## config.mk

```make
export PLATFORM = sky130hd
export DESIGN_NAME = frame_writer
export DESIGN_NICKNAME = d
export VERILOG_FILES = /design/src/rtl/frame_writer.sv
export SDC_FILE = /design/constraint.sdc
export NUM_CORES = 1
export LEC_CHECK = 0
export ABC_CLOCK_PERIOD_IN_PS = 2400
export BUFFER_PORTS_ARGS = -buffer_cell sky130_fd_sc_hd__buf_2
export CORE_MARGIN = 2
export CORE_UTILIZATION = 50
export CTS_BUF_LIST = sky130_fd_sc_hd__clkbuf_16
export DETAILED_ROUTE_END_ITERATION = 7
export PLACE_DENSITY_LB_ADDON = 0.05
export SYNTH_ARGS = -nofsm -noshare
export SYNTH_HDL_FRONTEND = slang
export SYNTH_SLANG_ARGS = --single-unit
```

## constraint.sdc

```tcl
create_clock -name clock -period 2.4 [get_ports clock]
set_clock_uncertainty 0.1 [all_clocks]
set_input_delay 0.12 -clock clock [delete_from_list [all_inputs] [get_ports clock]]
set_output_delay 0.12 -clock clock [all_outputs]
set_load 0.02 [all_outputs]
```

## src/rtl/frame_writer.sv

```systemverilog
// Packs a raster stream of 8-bit palette indices into 128-bit words and writes one frame
// into the SDRAM back buffer. Build macro TRANSPARENT_KEY_EN enables per-pixel byte enables.
module frame_writer #(
  parameter int unsigned H_PIX = 640,
  parameter int unsigned V_PIX = 480,
  parameter logic [21:0] ADDR1 = 22'h100000,
  parameter logic [21:0] ADDR2 = 22'h200000,
  parameter logic [7:0]  KEY   = 8'h00
) (
  input  logic         clock,
  input  logic         reset,
  input  logic         frame_start_i,
  input  logic         frame_flip_i,
  input  logic         rd_busy_i,
  input  logic [7:0]   pix_data_i,
  input  logic         pix_valid_i,
  output logic         pix_ready_o,
  output logic [21:0]  sdram_addr_o,
  output logic [127:0] sdram_data_o,
  output logic [15:0]  sdram_be_o,
  output logic         sdram_wr_o,
  input  logic         sdram_ac_i,
  output logic         active_o,
  output logic         frame_done_o
);
  localparam logic [14:0] WORDS = 15'((H_PIX / 16) * V_PIX);
`ifdef TRANSPARENT_KEY_EN
  localparam logic KEY_EN = 1'b1;
`else
  localparam logic KEY_EN = 1'b0;
`endif

  typedef enum logic {IDLE, RUN} state_e;

  state_e       state_q, state_d;
  logic [21:0]  base_q, base_d;
  logic [3:0]   pack_cnt_q, pack_cnt_d;
  logic [127:0] pack_q, pack_d, hold_q, hold_d;
  logic [15:0]  pack_be_q, pack_be_d, hold_be_q, hold_be_d;
  logic         hold_valid_q, hold_valid_d;
  logic [14:0]  word_idx_q, word_idx_d;
  logic [14:0]  packed_q, packed_d;
  logic         done_q, done_d;
  logic         all_taken, accept, pix_be, skip, retire;

  always_comb begin
    state_d      = state_q;
    base_d       = base_q;
    pack_cnt_d   = pack_cnt_q;
    pack_d       = pack_q;
    pack_be_d    = pack_be_q;
    hold_d       = hold_q;
    hold_be_d    = hold_be_q;
    hold_valid_d = hold_valid_q;
    word_idx_d   = word_idx_q;
    packed_d     = packed_q;
    done_d       = 1'b0;

    all_taken   = (packed_q == WORDS);
    pix_ready_o = (state_q == RUN) & ~((pack_cnt_q == 4'd15) & hold_valid_q) & ~all_taken;
    accept      = pix_valid_i & pix_ready_o;
    // Without the key feature every byte is enabled.
    pix_be      = ~KEY_EN | (pix_data_i != KEY);
    // A fully transparent word retires on its own, without touching the SDRAM.
    skip        = (state_q == RUN) & KEY_EN & hold_valid_q & (hold_be_q == 16'h0000);
    sdram_wr_o  = (state_q == RUN) & hold_valid_q & ~skip & ~rd_busy_i;
    retire      = (sdram_wr_o & sdram_ac_i) | skip;

    case (state_q)
      IDLE: begin
        if (frame_start_i) begin
          base_d       = frame_flip_i ? ADDR2 : ADDR1;
          pack_cnt_d   = 4'd0;
          hold_valid_d = 1'b0;
          word_idx_d   = 15'd0;
          packed_d     = 15'd0;
          state_d      = RUN;
        end
      end
      RUN: begin
        if (retire) begin
          hold_valid_d = 1'b0;
          word_idx_d   = word_idx_q + 15'd1;
          if (word_idx_q == WORDS - 15'd1) begin
            done_d  = 1'b1;
            state_d = IDLE;
          end
        end
        if (accept) begin
          pack_d[{pack_cnt_q, 3'b000} +: 8] = pix_data_i;
          pack_be_d[pack_cnt_q]             = pix_be;
          pack_cnt_d                        = pack_cnt_q + 4'd1;
          if (pack_cnt_q == 4'd15) begin
            hold_d       = pack_d;
            hold_be_d    = pack_be_d;
            hold_valid_d = 1'b1;
            packed_d     = packed_q + 15'd1;
          end
        end
      end
      default: state_d = IDLE;
    endcase
  end

  always_ff @(posedge clock) begin
    if (reset) begin
      state_q      <= IDLE;
      base_q       <= 22'd0;
      pack_cnt_q   <= 4'd0;
      pack_q       <= 128'd0;
      pack_be_q    <= 16'd0;
      hold_q       <= 128'd0;
      hold_be_q    <= 16'd0;
      hold_valid_q <= 1'b0;
      word_idx_q   <= 15'd0;
      packed_q     <= 15'd0;
      done_q       <= 1'b0;
    end else begin
      state_q      <= state_d;
      base_q       <= base_d;
      pack_cnt_q   <= pack_cnt_d;
      pack_q       <= pack_d;
      pack_be_q    <= pack_be_d;
      hold_q       <= hold_d;
      hold_be_q    <= hold_be_d;
      hold_valid_q <= hold_valid_d;
      word_idx_q   <= word_idx_d;
      packed_q     <= packed_d;
      done_q       <= done_d;
    end
  end

  assign sdram_addr_o = base_q + {7'd0, word_idx_q};
  assign sdram_data_o = hold_q;
  assign sdram_be_o   = hold_valid_q ? hold_be_q : 16'h0000;
  assign active_o     = (state_q == RUN);
  assign frame_done_o = done_q;

endmodule
```

# Word-level counts from Yosys, hierarchy flattened
# Index checks and enable logic that the tools add are counted.
dict set report word_totals {
  reg_bits 347
  latch_bits 0
  ramBits 0
  mem_bits_ro 0
  in_bits 15
  mem_count 0
}
dict set report op_classes {
  addsub 5
  multipliers 0
  div 0
  magnitude_cmp 2
  eq_ne 7
  shift 2
  mux 24
  bitwise_logic 13
  n_reduce_logical 8
}
# cell n
set ops {}
lappend ops {{bitwise mux 128 bit} 1}
lappend ops {{variable shift 8 x 9 -> 128 bit, first input constant} 1}
lappend ops {{variable part select 8 x 9 -> 128 bit} 1}
lappend ops {{two-way mux 15 bit} 4}
lappend ops {{case mux 15 bit (2 select lines)} 2}
lappend ops {{adder 15 x 1 -> 15 bit, second input constant} 2}
lappend ops {{== test 15 bit, second input constant} 2}
lappend ops {{adder 22 x 15 -> 22 bit} 1}
lappend ops {{two-way mux 22 bit} 1}
lappend ops {{two-way mux 16 bit} 1}
lappend ops {{bitwise OR 16 bit} 1}
lappend ops {{two-way mux 1 bit} 9}
lappend ops {{negation 7 -> 9 bit} 1}
lappend ops {{two-way mux 4 bit} 2}
lappend ops {{case mux 4 bit (2 select lines)} 1}
lappend ops {{AND reduction 2 bit} 4}
lappend ops {{bitwise AND 1 bit} 7}
lappend ops {{inequality test 2 x 1 -> 1 bit, second input constant} 3}
lappend ops {{AND reduction 3 bit} 2}
lappend ops {{< comparator 4 x 5 -> 1 bit, second input constant} 1}
lappend ops {{inverter 1 bit} 5}
lappend ops {{adder 4 x 1 -> 4 bit, second input constant} 1}
lappend ops {{demux 1 bit (select 4 bit)} 1}
lappend ops {{== test 4 bit, second input constant} 1}
lappend ops {{5 further kinds} 6}

# Logic depth before layout (Yosys ltp)
dict set report depth {
  ltp_word 8
  mapped_depth 11
}

# Least setup slack after synthesis
# OpenSTA, ideal clock, no wires.
dict set report synth_path {
  path_kind {reg-to-reg}
  startpoint {register pack_cnt_q[1]}
  endpoint {register pack_q[16]}
  arrival_ps 2221
  t_required_ps 2172
  slack_ps -49
  path_stages_with_launch 11
  path_buffers 3
  path_cell_list {dfxtp_1 > buf_4 > inv_1 > ha_1 > buf_4 > and3b_1 > o31ai_2 > nand3b_1 > buf_4 > mux2i_1 > nor2_1}
}
dict set report synth_between {
  elab_chain_cells 7
}
# item line_no
set synth_lines {}
lappend synth_lines {{from (decl)} 37} ;# logic [3:0] pack_cnt_q, pack_cnt_d;
lappend synth_lines {{from (signal assigned)} 121} ;# pack_cnt_q <= pack_cnt_d;
lappend synth_lines {{branches (longest 7 deep; another with negation 7 -> 9 bit)} --}
lappend synth_lines {{to (signal assigned)} 122} ;# pack_q <= pack_d;
lappend synth_lines {{to (decl)} 38} ;# logic [127:0] pack_q, pack_d, hold_q, hold_d;
# Parallel ways; which one is timed is not known.
# A chain may end at the register's enable or synchronous reset.

# Worst setup path in the final report
dict set report layout_path {
  startpoint {register pack_cnt_q[0]}
  endpoint {register hold_q[82] (netlist: sdram_data_o[82])}
}
dict set report layout_between {
  elab_chain_cells 7
}
# item line_no
set layout_lines {}
lappend layout_lines {{branches (longest 7 deep; another with negation 7 -> 9 bit)} --}
lappend layout_lines {{to (signal assigned)} 124} ;# hold_q <= hold_d;
lappend layout_lines {{to (decl)} 38}
# Parallel ways; which one is timed is not known.

==> results.sh <==
export IMPL_h_tree_depth=2
export IMPL_crit_fanout=8
export IMPL_peakVddDrop_mv=0.453
export IMPL_cp_required_ns=2.72
export IMPL_gr_total_overflow=0
export IMPL_wl_per_cell_um=17.6
export IMPL_die_height_um=172
export IMPL_synth_cell_types=61
export IMPL_synth_edf_count=0
export IMPL_fmax_mhz=435
export IMPL_ys_flop_type="dfxtp_1"
export IMPL_dp_cells=1992
export IMPL_synth_area_per_cell_um2=9.49
export IMPL_layoutNonFillerInstCount=2059
export IMPL_io_pins=185
export IMPL_yosys_warnings=0
export IMPL_die_x_um=172
export IMPL_worstPathArrival_ns=2.61
export IMPL_setup_viol=0
export IMPL_slew_violations=0
export IMPL_syn_cell_area_um2=14200
export IMPL_post_route_period_util=0.958
export IMPL_first_pass_iters=5
export IMPL_drive_gt1_frac=0.217
export IMPL_synth_seq_area_share=0.460
export IMPL_hold_viol=0
export IMPL_clk_pin_slew_worst_paths_ns=0.06
export IMPL_whs_ns=0.0202
export IMPL_rsz0062_at_grt="no"
export IMPL_clkLatencyLatePin_ns=0.51
export IMPL_synth_simple_area_share=0.203
export IMPL_gp_congestion=0.849
export IMPL_synth_fa_ha_area_frac=0.00706
export IMPL_antenna_left=0
export IMPL_cts_tree="built"
export IMPL_ys_ff_latch=326
export IMPL_timing_rr_end="sdram_data_o[82]$_SDFFE_PP0P_"
export IMPL_status="finished, final reports clean"
export IMPL_worst_path_max_delay_cell="or3b_1"
export IMPL_clock_path_buffers=3
export IMPL_grt_pass1_vias=10200
export IMPL_grt_max_degree=87
export IMPL_timing_rr_start="pack_cnt_q[0]$_SDFFE_PP0P_"
export IMPL_cts_num_sinks=326
export IMPL_dieArea_um2=29700
export IMPL_worstSetupPathType="flip-flop to flip-flop"
export IMPL_synth_xor_area_share=0.0167
export IMPL_vias_per_cell=5.42
export IMPL_power_leakage_nw=7.38
export IMPL_dp_hpwl_um=24900
export IMPL_power_density_nw_per_um2=648
export IMPL_synth_top_family_by_area="simple AND/OR/NAND/NOR gates"
export IMPL_drt_iter0_markers=717
export IMPL_multi_input_area_um2=6940
export IMPL_syn_to_final_growth_pct=16.9
export IMPL_maxCapViolations=0
export IMPL_routed_wl_um=36300
export IMPL_crit_path_end_kind="flip-flop"
export IMPL_postSynth_asyncResetShare=0
export IMPL_remaining_drc_errors=0
export IMPL_max_stage_delay_ns=0.40
export IMPL_antenna_found_initial=0
export IMPL_groute_usage_overall=0.240
export IMPL_grt_pass1_wl_um=56400
export IMPL_fin_crit_ns=2.30
export IMPL_worstRegToRegCells=7
export IMPL_synthMuxAreaShare=0.124
export IMPL_vias=11200
export IMPL_core_um2=27900
export IMPL_cp_top_family="compound AO/OA/AOI/OAI gates"
export IMPL_synth_compound_area_frac=0.134
export IMPL_crit_start="pack_cnt_q[0]$_SDFFE_PP0P_"
export IMPL_start_util=0.509
export IMPL_critPathLaunchType="flip-flop"
export IMPL_path_cells="inv_1, ha_1, or3b_1, a21oi_4, nand2_4, mux2i_1, a211oi_1"
export IMPL_syn_inst=1493
export IMPL_cts_root_buf="clkbuf_16"
export IMPL_total_power_mw=10.7
export IMPL_path_buf_inv=1
export IMPL_ff_latch_area_um2=6530
export IMPL_worst_pin_slew_ns=0.651
export IMPL_cts_buffers=36
export IMPL_rrSetupSlack_ns=0.10
export IMPL_path_depth=7
export IMPL_fillCellCount=2517
export IMPL_holdCritPathClass="primary input to flip-flop"
export IMPL_tns_ns=0
export IMPL_nets=1683
export IMPL_n_antenna_cell=0
export IMPL_rows=61
export IMPL_relSlewSlack=0.566
export IMPL_io_buffers=179
export IMPL_endpoint="sdram_data_o[82]$_SDFFE_PP0P_"
registers in the layout (all words and copies together), names as in the netlist:
signal	cells
pack_cnt_q	4
active_o	1
packed_q	15
hold_be_q	16
pack_be_q	15
sdram_data_o	128
pack_q	128
word_idx_q	15
frame_done_o	1
hold_valid_q	1
base_q	2
timing repair:
item	CTS	global route
buffers inserted	0	1
gates resized for setup	1	8
hold buffers	7	0
pin swaps	0	2
setup endpoints to repair	1	79
hold endpoints to repair	12	0
how the worst min path moves through the flow:
| stage | startpoint | end | slack (ns) | cells after the start |
|---|---|---|---|---|
| 3_3_place_gp | frame_flip_i | base_q[21]$_SDFFE_PP0P_ | 0.28 | 3 |
| 4_1_cts | rd_busy_i | word_idx_q[1]$_SDFFE_PP0P_ | 0.003 | 4 |
| 6_report | pix_data_i[6] | pack_q[70]$_SDFFE_PP0P_ | 0.02 | 3 |
| 3_5_place_dp | frame_flip_i | base_q[21]$_SDFFE_PP0P_ | 0.28 | 3 |
| 5_1_grt | pix_data_i[3] | pack_q[51]$_SDFFE_PP0P_ | 0.03 | 3 |
| 2_1_floorplan | frame_flip_i | base_q[21]$_SDFFE_PP0P_ | 0.16 | 2 |
layer usage:
layer | part of all wire | wire (um) | track usage
met5 | 0 | 0 | 0
met4 | 0.021 | 767 | 0.0636
met3 | 0.047 | 1720 | 0.0357
met2 | 0.46 | 16800 | 0.392
met1 | 0.47 | 17100 | 0.331
cell type report:
type / instances / area share
inverter: 8 / 0.00181
timing repair buffer: 255 / 0.0962
tap: 378 / 0.0285
clock buffer: 37 / 0.0559
sequential: 326 / 0.394
clock inverter: 22 / 0.00528
multi-input combinational: 1033 / 0.419
where the power goes:
group	switching, mW	total (mW)	leakage (nW)	internal, mW
Combinational	0.296	0.431	4.22	0.135
Sequential	0.0100	5.43	2.63	5.42
Clock	2.12	4.87	0.537	2.76
cell usage after synthesis (all sizes together), types with 25 or more instances:
cell type  count  area [um2]
nor2         254         958
dfxtp        326        6530
buf           69         508
clkbuf        61         229
o21ai         53         277
and2          31         194
nand3b        42         328
nand3         25         155
nor3          33         165
nand2         59         241
a31oi         27         169
a211oi       111        1010
a21oi         66         342
nand2b        52         325
mux2i        176        1760
worst reg2reg max path: stages (launching register included):
cell      delay [ns]
dfxtp_1         0.38
inv_1           0.12
ha_1            0.25
or3b_1          0.40
a21oi_4         0.36
nand2_4         0.19
mux2i_1         0.17
a211oi_1        0.24
cell families (layout without fill, tap and decap cells):
kind of cell / count (synthesis) / count (layout)
xor+xnor: 27 / 27
flops: 326 / 326
other cells: 1 / 5
buf+inv: 138 / 322
simple gates: 551 / 551
fa+ha+maj: 8 / 8
compound gates: 266 / 266
mux: 176 / 176
cells in the final DEF, fill, tap and decap left out, types with 3 or more instances in the layout:
master	netlist	final
a211oi_1	75	75
a211oi_2	36	36
a21oi_1	65	64
a31oi_1	27	27
and2_1	31	29
and3_1	12	12
buf_12	0	8
buf_2	31	178
buf_4	18	61
clkbuf_16	0	37
clkinv_1	0	8
clkinv_2	0	4
conb_1	1	5
dfxtp_1	326	325
dlygate4sd3_1	0	7
ha_1	8	7
inv_1	8	18
mux2i_1	176	176
nand2_1	55	54
nand2_4	2	4
nand2b_1	52	52
nand3_1	22	22
nand3b_1	41	41
nand4_1	12	12
nand4_4	3	3
nor2_1	252	251
nor2_2	2	3
nor2b_1	4	3
nor3_1	33	33
nor3b_1	3	3
o21ai_0	47	47
o21ai_2	3	4
xnor2_1	9	9
xor2_1	18	18
through the flow:
| stage | util | worst slack (ns) | area, um2 |
|---|---|---|---|
| detailed placement | 0.555 | 0.0615 | 15500 |
| CTS | 0.594 | 0.0355 | 16500 |
| global route | 0.595 | 0.0116 | 16600 |
| finish | 0.595 | 0.101 | 16600 |
| global placement | 0.555 | 0.113 | 15500 |
| floorplan | - | -0.0268 | 14200 |
Power figures use the tool's default switching activity.
